$ cat src/rtl/spi_cmd_exec_if.sv
// Register-array link between the SPI message block and the executor.
// master = SPI side, slave = command executor.
interface spi_cmd_exec_if #(
  parameter int nrRWregs = 4,
  parameter int nrROregs = 12
);
  logic [nrRWregs*32-1:0] rwRegs1D;
  logic [nrROregs*32-1:0] roRegs1D;
  logic                   evtIn;
  logic                   busy;

  modport master (
    output rwRegs1D,
    output evtIn,
    input  roRegs1D,
    input  busy
  );

  modport slave (
    input  rwRegs1D,
    input  evtIn,
    output roRegs1D,
    output busy
  );
endinterface

$ cat src/rtl/spi_cmd_exec.sv
// Executes tagged commands from RW reg0, reports status/result
// and a completion count through the RO register array.
module spi_cmd_exec #(
  parameter int nrRWregs = 4,
  parameter int nrROregs = 12
) (
  input logic           sysClk,
  input logic           usrResetN,
  spi_cmd_exec_if.slave bus
);

  typedef enum logic [1:0] {
    IDLE,
    EXEC,
    DONE
  } state_t;

  localparam logic [3:0] OP_NOP   = 4'h0;
  localparam logic [3:0] OP_ECHO  = 4'h1;
  localparam logic [3:0] OP_DELAY = 4'h2;
  localparam logic [3:0] OP_COUNT = 4'h3;
  localparam logic [3:0] OP_ACCUM = 4'h4;
  localparam logic [3:0] OP_CLEAR = 4'h5;

  state_t      state;
  logic [31:0] cmd;
  logic [31:0] opnd;
  logic [31:0] cmd_prev;
  logic [3:0]  last_tag;
  logic [3:0]  op;
  logic [23:0] n_val;
  logic [23:0] cnt;
  logic [31:0] opa;
  logic [31:0] acc;
  logic [31:0] evt_cnt;
  logic [31:0] result;
  logic [31:0] cmd_count;
  logic [31:0] res_mux;
  logic [3:0]  st_tag;
  logic [3:0]  st_op;
  logic        st_err;
  logic        st_done;
  logic        busy_r;
  logic [2:0]  sync;
  logic        rise;
  logic        accept;
  logic        multi;
  logic [23:0] n_min1;

  assign cmd  = bus.rwRegs1D[31:0];
  assign opnd = bus.rwRegs1D[63:32];

  generate
    if (nrRWregs > 2) begin : g_unused
      logic unused_rw;
      assign unused_rw = ^bus.rwRegs1D[nrRWregs*32-1:64];
    end
  endgenerate

  // sync[1] is the second synchroniser stage, sync[2] its delayed copy
  assign rise = sync[1] & ~sync[2];

  // a stable word with a fresh tag starts a command
  assign accept = (cmd == cmd_prev) && (cmd[31:28] != last_tag);

  assign multi  = (cmd[27:24] == OP_DELAY) ||
                  (cmd[27:24] == OP_COUNT);
  assign n_min1 = (cmd[23:0] == 24'd0) ? 24'd1 : cmd[23:0];

  // result published in DONE; acc already holds the updated value
  always_comb begin
    res_mux = 32'hBADC0DE0;
    unique case (op)
      OP_NOP:   res_mux = 32'd0;
      OP_ECHO:  res_mux = opa;
      OP_DELAY: res_mux = {8'd0, n_val};
      OP_COUNT: res_mux = evt_cnt;
      OP_ACCUM: res_mux = acc;
      OP_CLEAR: res_mux = 32'd0;
      default:  res_mux = 32'hBADC0DE0;
    endcase
  end

  // command FSM, event synchroniser and registered RO fields
  always_ff @(posedge sysClk) begin
    if (!usrResetN) begin
      state     <= IDLE;
      cmd_prev  <= '0;
      last_tag  <= '0;
      op        <= '0;
      n_val     <= '0;
      cnt       <= '0;
      opa       <= '0;
      acc       <= '0;
      evt_cnt   <= '0;
      result    <= '0;
      cmd_count <= '0;
      st_tag    <= '0;
      st_op     <= '0;
      st_err    <= 1'b0;
      st_done   <= 1'b0;
      busy_r    <= 1'b0;
      sync      <= '0;
    end else begin
      cmd_prev <= cmd;
      sync     <= {sync[1:0], bus.evtIn};
      unique case (state)
        IDLE: begin
          if (accept) begin
            state    <= EXEC;
            last_tag <= cmd[31:28];
            op       <= cmd[27:24];
            n_val    <= cmd[23:0];
            cnt      <= multi ? n_min1 : 24'd1;
            opa      <= opnd;
            evt_cnt  <= '0;
            busy_r   <= 1'b1;
          end
        end
        EXEC: begin
          if (op == OP_COUNT && rise)
            evt_cnt <= evt_cnt + 32'd1;
          if (cnt == 24'd1) begin
            state <= DONE;
            if (op == OP_ACCUM) acc <= acc + opa;
            if (op == OP_CLEAR) acc <= '0;
          end else begin
            cnt <= cnt - 24'd1;
          end
        end
        DONE: begin
          state     <= IDLE;
          busy_r    <= 1'b0;
          st_tag    <= last_tag;
          st_op     <= op;
          st_err    <= (op > OP_CLEAR);
          st_done   <= 1'b1;
          result    <= res_mux;
          cmd_count <= cmd_count + 32'd1;
        end
        default: state <= IDLE;
      endcase
    end
  end

  // RO map: status, result, count; the rest reads as zero
  always_comb begin
    bus.roRegs1D = '0;
    bus.roRegs1D[31:0] = {st_tag, st_op, 21'd0,
                          st_err, st_done, busy_r};
    bus.roRegs1D[63:32] = result;
    bus.roRegs1D[95:64] = cmd_count;
  end

  assign bus.busy = busy_r;

endmodule

$ cat src/flat_wrapper.sv
// flat-port wrapper written by rule: the top's interface ports become plain ports
module spi_cmd_exec_flat 
#(
  parameter int nrRWregs = 4,
  parameter int nrROregs = 12
)
  (sysClk, usrResetN, bus_rwRegs1D, bus_evtIn, bus_roRegs1D, bus_busy);
  spi_cmd_exec_if #(.nrRWregs(nrRWregs), .nrROregs(nrROregs)) bus_i ();
  input logic sysClk;
  input logic usrResetN;
  input wire logic [$bits(bus_i.rwRegs1D)-1:0] bus_rwRegs1D;
  input wire logic [$bits(bus_i.evtIn)-1:0] bus_evtIn;
  output wire logic [$bits(bus_i.roRegs1D)-1:0] bus_roRegs1D;
  output wire logic [$bits(bus_i.busy)-1:0] bus_busy;
  assign bus_i.rwRegs1D = bus_rwRegs1D;
  assign bus_i.evtIn = bus_evtIn;
  assign bus_roRegs1D = bus_i.roRegs1D;
  assign bus_busy = bus_i.busy;
  spi_cmd_exec #(.nrRWregs(nrRWregs), .nrROregs(nrROregs)) u_core (.sysClk(sysClk), .usrResetN(usrResetN), .bus(bus_i));
endmodule
$ cat config.mk
export PLATFORM = sky130hd
export DESIGN_NAME = spi_cmd_exec_flat
export DESIGN_NICKNAME = d
export VERILOG_FILES = /design/src/rtl/spi_cmd_exec_if.sv /design/src/rtl/spi_cmd_exec.sv /design/src/flat_wrapper.sv
export SDC_FILE = /design/constraint.sdc
export NUM_CORES = 1
export LEC_CHECK = 0
export BUFFER_PORTS_ARGS = -buffer_cell sky130_fd_sc_hd__buf_2
export CAP_MARGIN = 20
export CORE_AREA = 2 2 203 205
export CTS_BUF_LIST = sky130_fd_sc_hd__clkbuf_4 sky130_fd_sc_hd__clkbuf_8
export CTS_CLUSTER_SIZE = 40
export DETAILED_ROUTE_END_ITERATION = 10
export DIE_AREA = 0 0 205 207
export PLACE_DENSITY = 0.72
export SETUP_SLACK_MARGIN = 0.5
export SLEW_MARGIN = 10
export SYNTH_ARGS = -nofsm -noshare
export SYNTH_HDL_FRONTEND = slang
export SYNTH_SLANG_ARGS = --single-unit
$ cat constraint.sdc
create_clock -name sysClk -period 2.8 [get_ports sysClk]
set_input_delay 0.42 -clock sysClk [delete_from_list [all_inputs] [get_ports sysClk]]
set_output_delay 0.42 -clock sysClk [all_outputs]
set_load 0.02 [all_outputs]
==> impl_metrics.csv, run 1 <==
group,metric,value,unit
synthesis,synth_area_per_cell,7.99,µm²
critical_path,cp_max_fo,5,
synthesis,synthFlopType,"dfxtp_1",
floorplanning,die_y,207,µm
cells_and_area,stdcell_count,2681,
floorplanning,fp.dieW,205,µm
route,wirelength,46.2,mm
cts,cts.sinks,264,
timing,period_share,0.913,
grt,grt_first_pass_wirelength,67.1,mm
synthesis,ys_seq_elements,264,
synthesis,syn_inst,1876,
floorplanning,core,40400,µm²
cells_and_area,register_area,5340,µm²
placed_design,portBuffers,142,
placed_design,dp.cells,2527,
route,drtPass1Iterations,7,
pwr,leakage,0.00769,µW
synthesis,synth_area,15000,µm²
cells_and_area,fill_cells,3893,
route,wl_per_cell,17.2,µm
cells_and_area,multiInputGateArea,9070,µm²
critical_path,end_kind,"flop",
cts,cts_inserted_buffers,47,
placed_design,pre_cts_ws,0.115,ns
route,drt-vias-per-instance,5.10,
critical_path,slowest_stage,"dfxtp_1",
critical_path,cp-start-kind,"flop",
synthesis,synth_top_area_frac,0.353,
timing,rsz0062_at_grt,"true",
timing,hold_viol,0,
grt,first_global_vias,12300,
synthesis,synth.distinct_cells,66,
placed_design,hpwl,30.6,mm
cts,cts_max_level,2,
floorplanning,die_area,42400,µm²
grt,antenna_found_initial,3,
synthesis,synth.most_common_cell,"buf_4",
synthesis,ys_warn_count,0,
timing,post-route-min-period,2.56,ns
timing,worst_slack,0.243,ns
cts,clkTransAtPathRegs,0.06,ns
timing,setup_viol,0,
timing,max_clock_freq,391,MHz
route,drc,0,
grt,grt_max_degree,162,
synthesis,synth_top_cell_by_area,"dfxtp_1",
floorplanning,rows,74,
route,vias,13700,
floorplanning,floorplan.initialDensity,0.371,
critical_path,crit_buf_inv,1,
synthesis,synthArstFlopShare,0,
synthesis,synth_edf_count,0,
synthesis,ys_top_cells_by_count,"buf_4 (312), dfxtp_1 (264), nand2_1 (249), a21oi_1 (192), nor2_1 (144)",
cts,clock_path_buffers,3,
cts,clock_latency,0.62,ns
status,outcome,"completed",
synthesis,synth_area_leaders,"dfxtp_1 (35%), buf_4 (16%), a21oi_1 (6.4%), nand2_1 (6.2%), xnor2_1 (4.8%)",
critical_path,path_cells,"ha_4, a21oi_4, o211ai_1, a211oi_2, buf_4, o211ai_1, a311oi_1, nor2_1, mux2_2, o21ai_1",
timing,finalClockSkew,0.0459,ns
critical_path,cpMostUsedCell,"o211ai_1",
timing,tightest_slew,1.04,ns
placed_design,gp_congestion,0.899,
cells_and_area,layout-drive-gt1-share,0.245,
grt,grt_use_total,0.198,
critical_path,cpLargestDelayFamily,"compound AO/OA/AOI/OAI gates",
critical_path,arrival,3.11,ns
timing,tns,0,ns
cells_and_area,nets,2277,
critical_path,timing_worst_setup_path_type,"reg2reg",
flow_run,drv_cap,0,
timing,slew_headroom,0.303,
route,ant_nets,0,
critical_path,required,3.35,ns
worst_hold_path,holdCritPathClass,"in2reg",
floorplanning,pin_count,516,
cts,cts_tree,"built",
cells_and_area,syn2layout_area_growth,21.8,%
synthesis,synth-seq-area-share,0.353,
grt,grt-ovfl-total,0,
cts,cts_root_buffer,"clkbuf_8",
critical_path,max_stage_delay,0.46,ns
pwr,p_per_area,463,nW/µm²
route,first_iter_violations,1156,
timing,slew_viol_final,0,
pwr,peakVddDrop,0.000251,V
[registers in the layout (all words and copies together), names as in the netlist, 24 cells and up]
register / cells
u_core.acc: 32
u_core.cmd_count: 32
u_core.cmd_prev: 32
u_core.evt_cnt: 32
u_core.opa: 32
u_core.result: 32
u_core.cnt: 24
u_core.n_val: 24
[tightest hold or removal path: stages]
cell and delay, ns:
buf_2 0.10, nand2_1 0.05, a21oi_1 0.05
[repair_timing]
item,in CTS,in global routing
endpoints found under the hold margin,0,0
setup buffers,26,30
setup endpoints to repair,46,83
resized for setup,86,144
hold buffers,0,0
pin swaps,36,89
gates cloned,3,7
[cells by family (layout without fill, tap and decap cells)]
family | after synthesis | in the layout | synth area share
flip-flops | 264 | 264 | 0.353
buffers and inverters | 423 | 384 | 0.185
multiplexers | 4 | 4 | 0.00284
XOR/XNOR | 121 | 121 | 0.0707
AND/OR/NAND/NOR | 619 | 619 | 0.192
other | 1 | 313 | 0.000250
AO/OA/AOI/OAI | 408 | 408 | 0.167
adder cells (fa/ha/maj) | 36 | 36 | 0.0305
[final cells by class]
type | instances | area share
Antenna cell | 4 | 0.000548
Clock buffer | 77 | 0.0522
Clock inverter | 7 | 0.00466
Inverter | 20 | 0.00425
Multi-Input combinational cell | 1497 | 0.497
Sequential cell | 264 | 0.292
Tap cell | 532 | 0.0365
Timing Repair Buffer | 280 | 0.113
[per-stage QoR]
step | instance area, µm² | hold WS, ns | power (µW) | util
2_1_floorplan | 16300 | 0.412 | 4690 | -
3_3_place_gp | 15600 | 0.442 | 4510 | 0.385
3_5_place_dp | 15600 | 0.447 | 4520 | 0.385
4_1_cts | 17200 | 0.0211 | 8490 | 0.426
5_1_grt | 18300 | 0.0380 | 8720 | 0.452
6_report | 18300 | 0.0447 | 8450 | 0.452
[final timing paths]
| kind | slack, ns | startpoint | end | cells past startpoint |
|---|---|---|---|---|
| max | 0.24 | u_core.acc[6] | u_core.acc[29] | 10 |
| min | 0.04 | bus_rwRegs1D[36] | u_core.opa[4] | 3 |
| max reg2reg | 0.24 | u_core.acc[6] | u_core.acc[29] | 10 |
| min reg2reg | 0.45 | u_core.st_op[1] | u_core.st_op[1] | 2 |
[report_power, final]
part	internal (µW)	switching (µW)	total (µW)
logic	122	548	670
clock network	2320	1660	3990
registers	3780	12.1	3790
total	6220	2220	8450
[metal layers]
metal | up-vias | track usage | share of wire
li1 | 6326 | - | -
met1 | 6488 | 0.257 | 0.40
met2 | 737 | 0.310 | 0.46
met3 | 125 | 0.0453 | 0.096
met4 | 0 | 0.0913 | 0.041
met5 | - | 0 | 0
[layout by cell type, fill, tap and decap left out, types with 8 or more instances in the layout]
cell / count
a21o_1: 19
a21oi_1: 176
a21oi_2: 14
a221oi_1: 19
a222oi_1: 16
a22oi_1: 19
a31oi_1: 8
and2_1: 40
and3_1: 10
buf_12: 8
buf_2: 143
buf_4: 96
buf_6: 25
clkbuf_4: 17
clkbuf_8: 60
conb_1: 309
dfxtp_1: 238
dfxtp_2: 19
ha_1: 21
ha_4: 11
inv_1: 19
nand2_1: 245
nand3_1: 27
nand4_1: 27
nor2_1: 138
nor3_1: 20
nor3_4: 14
nor4_1: 10
nor4_4: 12
o21a_1: 8
o21ai_0: 53
o21ai_1: 12
or3_1: 8
xnor2_1: 75
xor2_1: 38
Power figures use the tool's default switching activity.
==> inputs of run 2 (changes only) <==
BUFFER_PORTS_ARGS = unset   (was -buffer_cell sky130_fd_sc_hd__buf_2)
CTS_BUF_LIST = sky130_fd_sc_hd__clkbuf_4   (was sky130_fd_sc_hd__clkbuf_4 sky130_fd_sc_hd__clkbuf_8)
DONT_BUFFER_PORTS = 1   (was unset)
PLACE_DENSITY = 0.6   (was 0.72)
==> run 2 against run 1 <==
Net effect:
- setup slack gained 0.070 ns
- global-route usage grew 1.4 points
- non-clock buffer count shrank 82
- sequential cell count is the same
- sequential share of layout area shrank 0.13 points
- clock power shrank 10%
- register-to-register slack gained 0.07 ns
- final cell count shrank 1.5%
- combinational power is essentially flat
- total power shrank 4.9%
- critical endpoint is now u_core.acc[16]
- highest routed layer unchanged
==> impl_metrics.csv, run 2 (synthesized netlist as in run 1, its figures left out) <==
group,metric,value,unit
cts,cts_tree,"built",
pwr,seq_power_share,0.471,
route,drt-vias-per-instance,5.11,
critical_path,cp-start-kind,"flop",
pwr,p_per_area,437,nW/µm²
route,drtPass1Iterations,9,
floorplanning,rows,74,
cts,cts_root_buffer,"clkbuf_4",
pwr,clkPwrFrac,0.446,
timing,slew_headroom,0.264,
cells_and_area,nets,2225,
cells_and_area,layout_common_cells,"conb_1 (309), nand2_1 (244), dfxtp_1 (232)",
cells_and_area,stdcell_count,2642,
cts,cts.sinks,264,
cells_and_area,layout_commonest_cell,"conb_1",
timing,finalClockSkew,0.0508,ns
route,m1WireLength,19.5,mm
cts,clock_latency,0.80,ns
cts,clkTransAtPathRegs,0.07,ns
placed_design,gp_congestion,0.903,
floorplanning,core,40400,µm²
critical_path,end_kind,"flop",
floorplanning,die_y,207,µm
cells_and_area,final_util,0.456,
cts,clock_path_buffers,3,
grt,antenna_found_initial,3,
route,wirelength,48.8,mm
status,outcome,"completed",
cells_and_area,layout-drive-gt1-share,0.208,
grt,grt-ovfl-total,0,
critical_path,timing_worst_setup_path_type,"reg2reg",
floorplanning,die_area,42400,µm²
critical_path,required,3.48,ns
worst_hold_path,holdCritPathClass,"in2reg",
timing,rsz0062_at_grt,"true",
floorplanning,floorplan.initialDensity,0.371,
pwr,p_sw_frac,0.279,
route,wl_per_cell,18.5,µm
floorplanning,fp.dieW,205,µm
cells_and_area,syn2layout_area_growth,22.7,%
pwr,p_sw,2240,µW
grt,first_global_vias,12400,
route,top_layer,"met4",
timing,hold_viol,0,
route,met3WireLength,4.38,mm
grt,grt_use_total,0.212,
timing,slew_viol_final,0,
timing,setup_viol,0,
pwr,p_comb_frac,0.083,
pwr,p_int,5790,µW
cts,cts_max_level,3,
route,drc,0,
placed_design,dp.cells,2377,
cts,cts_inserted_buffers,76,
placed_design,portBuffers,0,
placed_design,hpwl,30.1,mm
floorplanning,pin_count,516,
route,vias,13500,
flow_run,drv_cap,0,
route,ant_nets,0,
pwr,leakage,0.00740,µW
timing,post-route-min-period,2.49,ns
route,first_iter_violations,1093,
timing,period_share,0.888,
critical_path,arrival,3.16,ns
route,met2WireLength,22.9,mm
grt,grt_max_degree,76,
timing,max_clock_freq,402,MHz
grt,grt_first_pass_wirelength,70.7,mm
pwr,peakVddDrop,0.000307,V
critical_path,cp_max_fo,3,
timing,tightest_slew,1.10,ns
run 2: cell count changes in the layout (fill, tap and decap cells not counted), sizes merged:
cell	change
clkinv	+8
bufinv	-1
a21oi	+1
dlygate4sd3	+66
buf	-150
inv	+4
diode	-2
clkbuf	+35
run 2: what timing repair did:
| item | CTS | global route |
|---|---|---|
| endpoints found under the setup margin | 144 | 149 |
| pin swaps | 83 | 77 |
| resized for setup | 148 | 133 |
| endpoints found under the hold margin | 208 | 0 |
| cloned | 5 | 8 |
| hold buffers | 67 | 0 |
| setup buffers | 35 | 20 |
run 2: critical path, stage by stage, from the launching register on:
cell and delay, ns:
dfxtp_2 0.34, ha_4 0.16, fa_2 0.33, a21o_1 0.21
a31o_4 0.24, a41oi_4 0.24, buf_4 0.16, buf_6 0.08
a31oi_1 0.13, a31oi_1 0.24, xor2_1 0.15, o21ai_0 0.08
run 2: layout make-up:
cell class / instances / area (µm²)
diodes: 2 / 5.00
clock buffers: 110 / 826
clock inverters: 18 / 97.6
fillers: 3931 / 22000
inverters: 20 / 77.6
multi-input cells: 1498 / 9310
flip-flops and latches: 264 / 5350
well taps: 532 / 666
repair buffers: 198 / 2070
run 2: metrics by stage:
step / TNS [ns] / cell area (µm²) / power, µW / setup slack [ns] / hold slack [ns]
5_1_grt: 0 / 18400 / 8400 / 0.159 / 0.113
3_3_place_gp: 0 / 14800 / 4380 / 0.0231 / 0.417
2_1_floorplan: 0 / 16300 / 4690 / 0.311 / 0.412
4_1_cts: 0 / 17500 / 8120 / 0.268 / 0.0636
6_report: 0 / 18400 / 8040 / 0.313 / 0.141
3_5_place_dp: -0.0630 / 14800 / 4380 / -0.0325 / 0.421
run 2: worst paths after layout:
path                          from  cells past startpoint  slack (ns)             end
setup / recovery     u_core.acc[0]                     11        0.31  u_core.acc[16]
hold / removal    bus_rwRegs1D[27]                      4        0.14  u_core.cnt[22]
setup reg to reg     u_core.acc[0]                     11        0.31  u_core.acc[16]
hold reg to reg     u_core.sync[0]                      1        0.43  u_core.sync[1]
run 2: power by group through the flow:
stage          sequential, µW  clock, µW  combinational (µW)
2_1_floorplan            3870          0                 813
3_5_place_dp             3880          0                 509
3_3_place_gp             3870          0                 508
6_report                 3780       3580                 667
5_1_grt                  3780       3900                 714
4_1_cts                  3790       3690                 641
run 2: per-layer routing:
metal	global-route usage	vias to the layer above
met5	0	-
met4	0.0953	0
li1	-	6259
met1	0.258	6424
met3	0.0643	137
met2	0.343	686
